## config.mk

```make
export PLATFORM = sky130hd
export DESIGN_NAME = exception_ctrl
export DESIGN_NICKNAME = d
export VERILOG_FILES = /design/src/rtl/exception_ctrl.sv
export SDC_FILE = /design/constraint.sdc
export NUM_CORES = 1
export LEC_CHECK = 0
export BUFFER_PORTS_ARGS = -buffer_cell sky130_fd_sc_hd__buf_4
export CAP_MARGIN = 30
export CORE_MARGIN = 5
export CORE_UTILIZATION = 30
export DETAILED_ROUTE_END_ITERATION = 10
export HOLD_SLACK_MARGIN = 0.06
export PLACE_DENSITY = 0.57
export SLEW_MARGIN = 0
export SYNTH_ARGS = -nofsm -noshare
export SYNTH_HDL_FRONTEND = slang
export SYNTH_SLANG_ARGS = --single-unit
```

## constraint.sdc

```tcl
create_clock -name clk -period 2.73 [get_ports clk]
set_clock_uncertainty 0.1 [all_clocks]
set_input_delay 0.546 -clock clk [delete_from_list [all_inputs] [get_ports clk]]
set_output_delay 0.546 -clock clk [all_outputs]
set_load 0.02 [all_outputs]
```

## src/rtl/exception_ctrl.sv

```systemverilog
// Commit-stage exception/interrupt sequencer: picks one event per instruction boundary, pulses CSR update, flushes and redirects.
// Latency: all outputs registered, one cycle after the accepting commit; flush then lasts FLUSH_CYCLES cycles.
// Backpressure: commit_ready drops for the whole flush window; commits offered then are ignored, not queued.
`ifndef EXCEPTION_INT
`define EXCEPTION_INT  7'h00
`endif
`ifndef EXCEPTION_TLBR
`define EXCEPTION_TLBR 7'h3f
`endif

module exception_ctrl #(
    parameter int FLUSH_CYCLES = 2,
    parameter int CAUSE_W      = 7
) (
    input  logic               clk,
    input  logic               rst_n,
    input  logic               commit_valid,
    input  logic [31:0]        commit_pc,
    input  logic               commit_exc_valid,
    input  logic [CAUSE_W-1:0] commit_exc_cause,
    input  logic [31:0]        commit_exc_addr,
    input  logic               commit_is_ertn,
    output logic               commit_ready,
    input  logic               crmd_ie,
    input  logic [11:0]        ecfg_lie,
    input  logic [11:0]        estat_is,
    input  logic [31:0]        eentry_va,
    input  logic [31:0]        tlbrentry_pa,
    input  logic [31:0]        era_pc,
    output logic               is_exception,
    output logic [CAUSE_W-1:0] exception_cause,
    output logic [31:0]        exception_pc,
    output logic [31:0]        exception_addr,
    output logic               is_ertn,
    output logic               flush,
    output logic               redirect_valid,
    output logic [31:0]        redirect_pc
);

    typedef enum logic {IDLE, FLUSH} state_t;

    localparam logic [3:0]         FLUSH_CNT  = 4'(FLUSH_CYCLES - 1);
    localparam logic [CAUSE_W-1:0] CAUSE_INT  = CAUSE_W'(`EXCEPTION_INT);
    localparam logic [CAUSE_W-1:0] CAUSE_TLBR = CAUSE_W'(`EXCEPTION_TLBR);

    state_t             state_q, state_d;
    logic [3:0]         cnt_q, cnt_d;
    logic               flush_d, is_exc_d, is_ertn_d, rv_d;
    logic [CAUSE_W-1:0] cause_d;
    logic [31:0]        pc_d, addr_d, rpc_d;

    logic               int_pending, take_exc, accept;
    logic [CAUSE_W-1:0] sel_cause;
    logic [31:0]        sel_addr, sel_target;

    assign int_pending = crmd_ie & |(ecfg_lie & estat_is);
    assign take_exc    = int_pending | commit_exc_valid;
    assign accept      = (state_q == IDLE) & commit_valid & (take_exc | commit_is_ertn);

    // An interrupt pre-empts the instruction, so its own exception status is dropped.
    assign sel_cause = int_pending ? CAUSE_INT : commit_exc_cause;
    assign sel_addr  = int_pending ? 32'h0 : commit_exc_addr;

    always_comb begin
        sel_target = era_pc;
        if (take_exc) begin
            if (sel_cause == CAUSE_TLBR) sel_target = tlbrentry_pa;
            else                         sel_target = {eentry_va[31:6], 6'b0};
        end
    end

    assign commit_ready = (state_q == IDLE);

    always_comb begin
        state_d   = state_q;
        cnt_d     = cnt_q;
        flush_d   = 1'b0;
        is_exc_d  = 1'b0;
        is_ertn_d = 1'b0;
        rv_d      = 1'b0;
        cause_d   = exception_cause;
        pc_d      = exception_pc;
        addr_d    = exception_addr;
        rpc_d     = redirect_pc;
        case (state_q)
            IDLE: begin
                if (accept) begin
                    state_d   = FLUSH;
                    cnt_d     = FLUSH_CNT;
                    flush_d   = 1'b1;
                    rv_d      = 1'b1;
                    rpc_d     = sel_target;
                    is_exc_d  = take_exc;
                    is_ertn_d = ~take_exc;
                    if (take_exc) begin
                        cause_d = sel_cause;
                        pc_d    = commit_pc;
                        addr_d  = sel_addr;
                    end
                end
            end
            FLUSH: begin
                if (cnt_q == 4'd0) begin
                    state_d = IDLE;
                end else begin
                    cnt_d   = cnt_q - 4'd1;
                    flush_d = 1'b1;
                end
            end
            default: state_d = IDLE;
        endcase
    end

    always_ff @(posedge clk or negedge rst_n) begin
        if (!rst_n) begin
            state_q         <= IDLE;
            cnt_q           <= 4'd0;
            flush           <= 1'b0;
            is_exception    <= 1'b0;
            is_ertn         <= 1'b0;
            redirect_valid  <= 1'b0;
            exception_cause <= '0;
            exception_pc    <= 32'h0;
            exception_addr  <= 32'h0;
            redirect_pc     <= 32'h0;
        end else begin
            state_q         <= state_d;
            cnt_q           <= cnt_d;
            flush           <= flush_d;
            is_exception    <= is_exc_d;
            is_ertn         <= is_ertn_d;
            redirect_valid  <= rv_d;
            exception_cause <= cause_d;
            exception_pc    <= pc_d;
            exception_addr  <= addr_d;
            redirect_pc     <= rpc_d;
        end
    end

endmodule
```

Word-level counts from Yosys, hierarchy flattened
Cells that the tools add are included.

operators by class
  reductions and logical operators = 5
  multiplexer cells = 15
  add/subtract/negate cells = 1
  bitwise gates (word level) = 8
  equality and inequality tests = 3

operators by type and width
  kind                 number
  $mux 32              3
  $and 12x12->12       1
  $reduce_or 12->1     1
  $mux 4               2
  $pmux 4 s2           1
  $eq 7x6->1 const B   1
  $mux 1               7
  $mux 7               1
  $logic_not 4->1      1
  $reduce_and 2->1     2
  $sub 4x1->4 const B  1
  $and 1x1->1          3
  $reduce_and 3->1     1
  $ne 2x1->1 const B   1
  $ne 2x2->1 const B   1
  $not 1->1            2
  $or 1x1->1           2
  $pmux 1 s2           1

word-level totals
  word-level logic and storage cells = 41
  input port bits = 197
  flip-flop bits (word level) = 111

Depth between registers and ports, before layout
Gate-level depths: netlist of the first run.

  depth in word-level cells = 8
  gate-level depth with buffers = 8
  mapped depth without buffers = 7

Worst setup path before layout of the first run
OpenSTA, ideal clock, no wires.

  kind = input -> register
  start = input port ecfg_lie[2]
  end = register exception_pc[10]
  data required time = 2.502 ns
  data arrival time = 1.902 ns
  buffers on the path = 1
  slack = 0.601 ns
  stages = 6
  cells stage by stage = a22oi_1 > nand2_1 > o31a_1 > o21ai_2 > buf_2 > mux2_1

between the ends
  cells in the longest elaborated chain, start to end = 7

ends and longest elaborated chain
  item                                   RTL line  RTL
  start, declared                        25        input logic [11:0] ecfg_lie,
  $and 12x12->12 (*)                     56        assign int_pending = crmd_ie & |(ecfg_lie & estat_is);
  $reduce_or 12->1 (*)                   56
  $and 1x1->1 (*)                        56
  $or 1x1->1 (*)                         57        assign take_exc = int_pending | commit_exc_valid;
  $or 1x1->1                             58        assign accept = (state_q == IDLE) & commit_valid & (take_exc | commit_is_ertn);
  $and 1x1->1                            58
  $reduce_and 3->1 (no source line) (*)  --
  end signal, assigned                   134       exception_pc <= pc_d;
  end, declared                          32        output logic [31:0] exception_pc,

Every way passes the cells marked *; elsewhere a longest branch is shown, timed or not.
A chain may end at the register's enable or synchronous reset.

Worst setup path after layout of the first run
  start = input port ecfg_lie[0]
  end = register redirect_pc[11]

between the ends
  cells in the longest elaborated chain, start to end = 7
  elaborated cells on any way between the ends = 11
  classes of those cells = eq/ne: 1; mux: 3; bitwise: 5; reduce/logical: 2

ends and longest elaborated chain
  item                                                RTL line  RTL
  $and 12x12->12 (*)                                  56
  $reduce_or 12->1 (*)                                56
  $and 1x1->1 (*)                                     56
  $mux 7 / $or 1x1->1 (equally long branches)         61, 57
  $eq 7x6->1 / $or 1x1->1 (equally long branches)     67, 58
  $mux 32 / $and 1x1->1 (equally long branches)       67, 58
  $mux 32 / $reduce_and 2->1 (equally long branches)  --
  end signal, assigned                                136       redirect_pc <= rpc_d;
  end, declared                                       37        output logic [31:0] redirect_pc

Marked as above.

==> impl_metrics.sql, run 1 <==
INSERT INTO impl_metrics (metric_group, metric, value, unit) VALUES
('finish', 'layout_commonest_cell', 'buf_4', ''),
('sta', 'whs', '0.05651', 'ns'),
('setup_path', 'r2r_cells', '6', ''),
('global_route', 'number_of_global_route_vias_before_repair', '5041', ''),
('setup_path', 'worstPathMaxFanout', '48', ''),
('finish', 'fin_nets', '909', ''),
('synth', 'seq_area_frac_synth', '54.68', '%'),
('synth', 'synth.cell_area', '5080', 'um^2'),
('sta', 'fin_setup_tns', '0', 'ns'),
('finish', 'regArea', '2778', 'um^2'),
('cts', 'clk_transition_reported_paths', '0.07', 'ns'),
('sta', 'timing.final.crit_share', '82.95', '%'),
('global_route', 'antenna_violations_before_repair', '0', ''),
('place', 'dp_worst_setup_slack', '0.1202', 'ns'),
('cts', 'clock_tree.buffer_depth', '2', ''),
('synth', 'synthesis.yosys.warnings', '0', ''),
('cts', 'clockRootBuffer', 'clkbuf_16', ''),
('cts', 'clk_latency', '0.34', 'ns'),
('place', 'post_dp_cell_area', '7587', 'um^2'),
('floorplan', 'die_h', '140.1', 'um'),
('sta', 'slew_violations', '0', ''),
('floorplan', 'number_of_placement_rows', '47', ''),
('pwr', 'report.power.total', '7.687', 'mW'),
('sta', 'hold_violations', '0', ''),
('setup_path', 'critical_path.endpoint_type', 'register', ''),
('finish', 'fraction_of_final_layout_cells_sized_beyond_drive_strength_1', '47.35', '%'),
('cts', 'post-cts-setup-buffer-count', '0', ''),
('finish', 'layout.cell_area.non_filler', '7870', 'um^2'),
('global_route', 'global_route.usage.met1', '21.87', '%'),
('floorplan', 'boundaryPins', '305', ''),
('sta', 'setup_repair_after_global_routing_missed_its_margin', 'false', ''),
('synth', 'synth_nets', '621', ''),
('synth', 'synthArstFlopShare', '100.0', '%'),
('setup_path', 'startpoint_type', 'input pin', ''),
('floorplan', 'floorplan.core_area', '16580', 'um^2'),
('run_status', 'run_status', 'finished, final reports clean', ''),
('routing', 'drc', '0', ''),
('global_route', 'grt_util_met3', '6.033', '%'),
('setup_path', 'crit_arrival', '2.41', 'ns'),
('cts', 'cts-htree-levels', '3', ''),
('setup_path', 'setup.reg_to_reg.worst_slack', '0.65', 'ns'),
('finish', 'area_growth', '54.93', '%'),
('global_route', 'grt_max_degree', '55', ''),
('synth', 'postSynthAreaPerCell', '12.01', 'um^2'),
('cts', 'cts_hold_repair_buffers', '0', ''),
('global_route', 'grtUsageTotal', '17.78', '%'),
('pwr', 'leakage', '3.760', 'nW'),
('sta', 'transition_time_at_the_pin_with_the_least_slew_margin', '0.6082', 'ns'),
('setup_path', 'worstPathRequired', '2.88', 'ns'),
('synth', 'synthesis.instances', '423', ''),
('setup_path', 'crit_path_max_incr_delay', '0.43', 'ns'),
('setup_path', 'critPathKind', 'in -> reg', ''),
('routing', 'antenna_violating_nets_post_route', '0', ''),
('finish', 'mostFrequentLayoutCells', 'buf_4 (310), dfrtp_1 (111), a22o_1 (39)', ''),
('routing', 'detail_route.iter0.violations', '228', ''),
('floorplan', 'fp.dieW', '140.1', 'um'),
('flow_run', 'max_cap_viol_count', '0', ''),
('sta', 'final.setup.worst_slack', '0.4655', 'ns'),
('sta', 'max_slew_margin', '58.94', '%'),
('place', 'port-buffer-count', '298', ''),
('setup_path', 'reg_to_reg_critical_path_endpoint', 'redirect_pc[11]', ''),
('sta', 'period_needed', '2.264', 'ns'),
('routing', 'dr.pass1.iters', '5', ''),
('finish', 'filler_cell_count', '1603', ''),
('place', 'dp_hpwl', '13800', 'um'),
('routing', 'routed-via-count', '4863', ''),
('pwr', 'power_density', '976.8', 'nW/um^2'),
('finish', 'multiInputGateArea', '2071', 'um^2'),
('finish', 'antenna-diode-count', '0', ''),
('floorplan', 'floorplan.die_area', '19640', 'um^2'),
('synth', 'synth.lib_cells_used.distinct', '42', '');
cells by family (layout without fill, tap and decap cells):
logic type	count (synthesis)	in the layout	share of synthesized area, %
flops	111	111	54.68
simple gates	56	56	6.503
buf+inv	52	345	4.827
mux	33	33	7.315
fa+ha+maj	1	1	0.2463
compound gates	168	168	26.08
xor+xnor	2	2	0.3449
Yosys cell counts, drive strengths merged (2+ instances only):
library cell / count / area share (%)
o21ai: 10 / 1.1
or2: 2 / 0.30
nand2b: 19 / 2.3
buf: 19 / 2.4
a21oi: 38 / 3.7
o32a: 2 / 0.39
mux2: 33 / 7.3
a222oi: 6 / 1.2
nand2: 10 / 0.74
inv: 15 / 1.1
o2bb2ai: 12 / 2.1
a31oi: 6 / 0.74
o221a: 18 / 4.0
xnor2: 2 / 0.34
dfrtp: 111 / 55
clkbuf: 18 / 1.3
nor4: 3 / 0.37
or3: 2 / 0.25
o221ai: 6 / 1.0
o32ai: 18 / 3.1
a22o: 39 / 6.7
a21o: 2 / 0.30
a211oi: 2 / 0.30
nor2: 8 / 0.59
nor2b: 7 / 0.86
a22oi: 6 / 0.89
per-stage QoR:
step                utilization [%]  std cells
finish                        47.46        936
global route                  47.46        936
CTS                           47.46        936
detailed placement            45.75        920
global placement              45.75        920
floorplan                         -        423
flip-flops by register name, indices dropped and copies added (netlist names):
signal and flops:
exception_addr 32, state_q 1, redirect_valid 1, exception_pc 32, redirect_pc 32, is_ertn 1
is_exception 1, cnt_q 4, exception_cause 7
critical path: cells and delay by family:
kind	cells	cell delay, ns
AOI/OAI and AO/OA	3	0.88
buffers and inverters	2	0.40
and+or+nand+nor	2	0.58
metal layers:
layer  part of all wire [%]  up-vias  wire length (um)
met5                      0        -                 0
met4                    2.0        0               365
met3                    9.3       23              1688
met2                     50      223              9000
met1                     39     2410              7003
li1                       -     2207                 -
worst max path at each step:
stage,depth (start not counted),slack (ns),end,start
2_1_floorplan,6,0.60,exception_pc[10],ecfg_lie[2]
3_3_place_gp,7,0.13,redirect_pc[11],ecfg_lie[0]
3_5_place_dp,7,0.12,redirect_pc[11],ecfg_lie[0]
4_1_cts,7,0.50,redirect_pc[11],ecfg_lie[0]
5_1_grt,7,0.36,redirect_pc[11],ecfg_lie[0]
6_report,7,0.47,redirect_pc[11],ecfg_lie[0]
layout make-up:
type	count	area share, %
Clock inverter	5	0.5087
Clock buffer	11	3.084
Sequential cell	111	35.29
Tap cell	220	3.498
Multi-Input combinational cell	260	26.31
Inverter	15	0.7154
Timing Repair Buffer	314	30.59
power by group:
| group | internal (mW) | switching [mW] |
|---|---|---|
| registers | 2.36 | 0.426 |
| logic | 1.74 | 1.90 |
| clock network | 0.654 | 0.609 |
| total | 4.75 | 2.94 |
Power figures use the tool's default switching activity.
==> inputs of run 2 (changes only) <==
PLACE_DENSITY = 0.59   (was 0.57)
clock period = 1.85 ns   (was 2.73 ns; I/O delays follow)
==> impl_metrics.sql, run 2 (synthesis gave the netlist of run 1 again) <==
INSERT INTO impl_metrics (metric_group, metric, value, unit) VALUES
('finish', 'regArea', '2779', 'um^2'),
('place', 'dp_worst_setup_slack', '-0.3300', 'ns'),
('routing', 'routed-via-count', '4789', ''),
('place', 'dp_hpwl', '14320', 'um'),
('setup_path', 'critPathKind', 'in -> reg', ''),
('sta', 'setup_repair_after_global_routing_missed_its_margin', 'false', ''),
('floorplan', 'die_h', '140.1', 'um'),
('pwr', 'share_of_total_power_consumed_by_net_switching', '37.41', '%'),
('cts', 'clock_tree.buffer_depth', '2', ''),
('floorplan', 'number_of_placement_rows', '47', ''),
('routing', 'antenna_violating_nets_post_route', '0', ''),
('routing', 'drc', '0', ''),
('pwr', 'clockPowerShare', '17.1', '%'),
('routing', 'wirelength', '18190', 'um'),
('finish', 'fin_nets', '927', ''),
('setup_path', 'critical_path.endpoint_type', 'register', ''),
('min_path', 'hold_path.class', 'in -> reg', ''),
('sta', 'hold_violations', '0', ''),
('global_route', 'antenna_violations_before_repair', '0', ''),
('cts', 'clk_latency', '0.35', 'ns'),
('pwr', 'power_density', '1436', 'nW/um^2'),
('cts', 'clk_transition_reported_paths', '0.07', 'ns'),
('global_route', 'grt_max_degree', '60', ''),
('sta', 'period_needed', '1.800', 'ns'),
('setup_path', 'crit_arrival', '1.94', 'ns'),
('routing', 'dr.pass1.iters', '5', ''),
('sta', 'final.setup.worst_slack', '0.05027', 'ns'),
('place', 'port-buffer-count', '298', ''),
('finish', 'filler_cell_count', '1542', ''),
('sta', 'transition_time_at_the_pin_with_the_least_slew_margin', '0.3788', 'ns'),
('pwr', 'net_switching_power_of_the_design', '4.383', 'mW'),
('place', 'routabilityCongestion', '0.8419', ''),
('floorplan', 'floorplan.die_area', '19640', 'um^2'),
('finish', 'layout.cell_area.non_filler', '8160', 'um^2'),
('global_route', 'global_route.overflow_total', '0', ''),
('floorplan', 'floorplan.initialDensity', '30.63', '%'),
('finish', 'layout_commonest_cell', 'buf_4', ''),
('setup_path', 'worstPathRequired', '1.99', 'ns'),
('pwr', 'seqPwrFrac', '35.3', '%'),
('finish', 'finish.utilization', '49.21', '%'),
('sta', 'fmax', '555.6', 'MHz'),
('cts', 'clockRootBuffer', 'clkbuf_16', ''),
('pwr', 'report.power.total', '11.72', 'mW'),
('flow_run', 'max_cap_viol_count', '0', ''),
('global_route', 'number_of_global_route_vias_before_repair', '5157', ''),
('pwr', 'power.share.combinational', '47.6', '%'),
('cts', 'cts_buffers', '9', ''),
('routing', 'vias_per_cell', '5.020', ''),
('cts', 'clkSinkCount', '111', ''),
('sta', 'final-setup-viol-count', '0', ''),
('setup_path', 'startpoint_type', 'input pin', ''),
('global_route', 'grtUsageTotal', '18.13', '%'),
('place', 'post_dp_cell_area', '7830', 'um^2'),
('finish', 'mostFrequentLayoutCells', 'buf_4 (321), dfrtp_1 (110), a22o_1 (39)', ''),
('routing', 'wl_per_cell', '19.07', 'um'),
('finish', 'fraction_of_final_layout_cells_sized_beyond_drive_strength_1', '50.27', '%'),
('pwr', 'leakage', '3.927', 'nW'),
('sta', 'fin_setup_tns', '0', 'ns'),
('sta', 'slew_violations', '0', ''),
('pwr', 'power.internal', '7.334', 'mW'),
('sta', 'timing.final.crit_share', '97.28', '%'),
('finish', 'multiInputGateArea', '2123', 'um^2'),
('finish', 'area_growth', '60.64', '%'),
('finish', 'reg_top3', 'exception_addr x32, exception_pc x32, redirect_pc x32', ''),
('floorplan', 'floorplan.core_area', '16580', 'um^2'),
('setup_path', 'worstPathMaxFanout', '19', ''),
('floorplan', 'fp.dieW', '140.1', 'um'),
('cts', 'cts_tree', 'built', ''),
('routing', 'detail_route.iter0.violations', '255', ''),
('sta', 'max_slew_margin', '74.52', '%'),
('finish', 'antenna-diode-count', '0', ''),
('run_status', 'run_status', 'finished, final reports clean', ''),
('cts', 'cts-htree-levels', '3', ''),
('global_route', 'grt_pass1_wl', '28320', 'um'),
('floorplan', 'boundaryPins', '305', ''),
('pwr', 'ir_worst_vdd', '0.0006094', 'V');
-- run 2: changes by cell type in the layout (fill, tap and decap cells not counted), sizes merged --
cell,change
buf,+17
bufinv,+1
clkinv,-1
dlygate4sd3,+1
-- run 2: area by class of cell --
type	instances	share of cell area [%]
sequential	111	34.05
tap	220	3.373
clock inverter	5	0.7820
multi-input combinational	260	26.02
inverter	15	0.6900
clock buffer	11	2.975
timing repair buffer	332	32.11
-- run 2: final timing paths --
kind	startpoint	slack, ns	depth (start not counted)	end
worst max-delay path	ecfg_lie[2]	0.05	8	redirect_pc[31]
worst min-delay path	commit_pc[15]	0.13	2	exception_pc[15]
worst max register to register	state_q	0.12	6	cnt_q[2]
worst min register to register	exception_pc[31]	0.40	1	exception_pc[31]
max in group asynchronous	rst_n	0.79	3	redirect_pc[4]
min in group asynchronous	rst_n	0.30	2	exception_pc[26]
-- run 2: repair_timing --
action	4_1_cts	5_1_grt
hold endpoints to repair	111	0
hold buffers	1	0
buffers inserted	0	1
endpoints found under the setup margin	0	10
resized for setup	0	2
-- run 2: power groups by stage --
stage	logic (mW)	clock network (mW)	registers, mW
2_1_floorplan	1.72	0	5.32
3_3_place_gp	5.57	0	4.12
3_5_place_dp	5.65	0	4.16
4_1_cts	5.66	2.09	4.13
5_1_grt	5.92	2.17	4.27
6_report	5.58	2.01	4.13
-- run 2: critical path: stages --
cell and delay, ns:
buf_4 0.11, a22oi_2 0.17, nand2_1 0.09, buf_4 0.14, nor4_1 0.37, or2_1 0.19, inv_2 0.16, o221a_2 0.32
-- run 2: metal layers --
| layer | share of wire, % | global-route usage [%] | vias to the layer above |
|---|---|---|---|
| met5 | 0 | 0 | - |
| met4 | 2.8 | 6.119 | 0 |
| met3 | 5.8 | 4.738 | 34 |
| met2 | 52 | 31.45 | 183 |
| met1 | 40 | 21.91 | 2337 |
| li1 | - | - | 2235 |
-- run 2: through the flow --
step | hold WS (ns) | cells
after floorplan | -0.02559 | 423
after global placement | 0.1245 | 936
after detailed placement | 0.1225 | 936
after CTS | 0.1072 | 953
after global routing | 0.1060 | 954
final | 0.1269 | 954
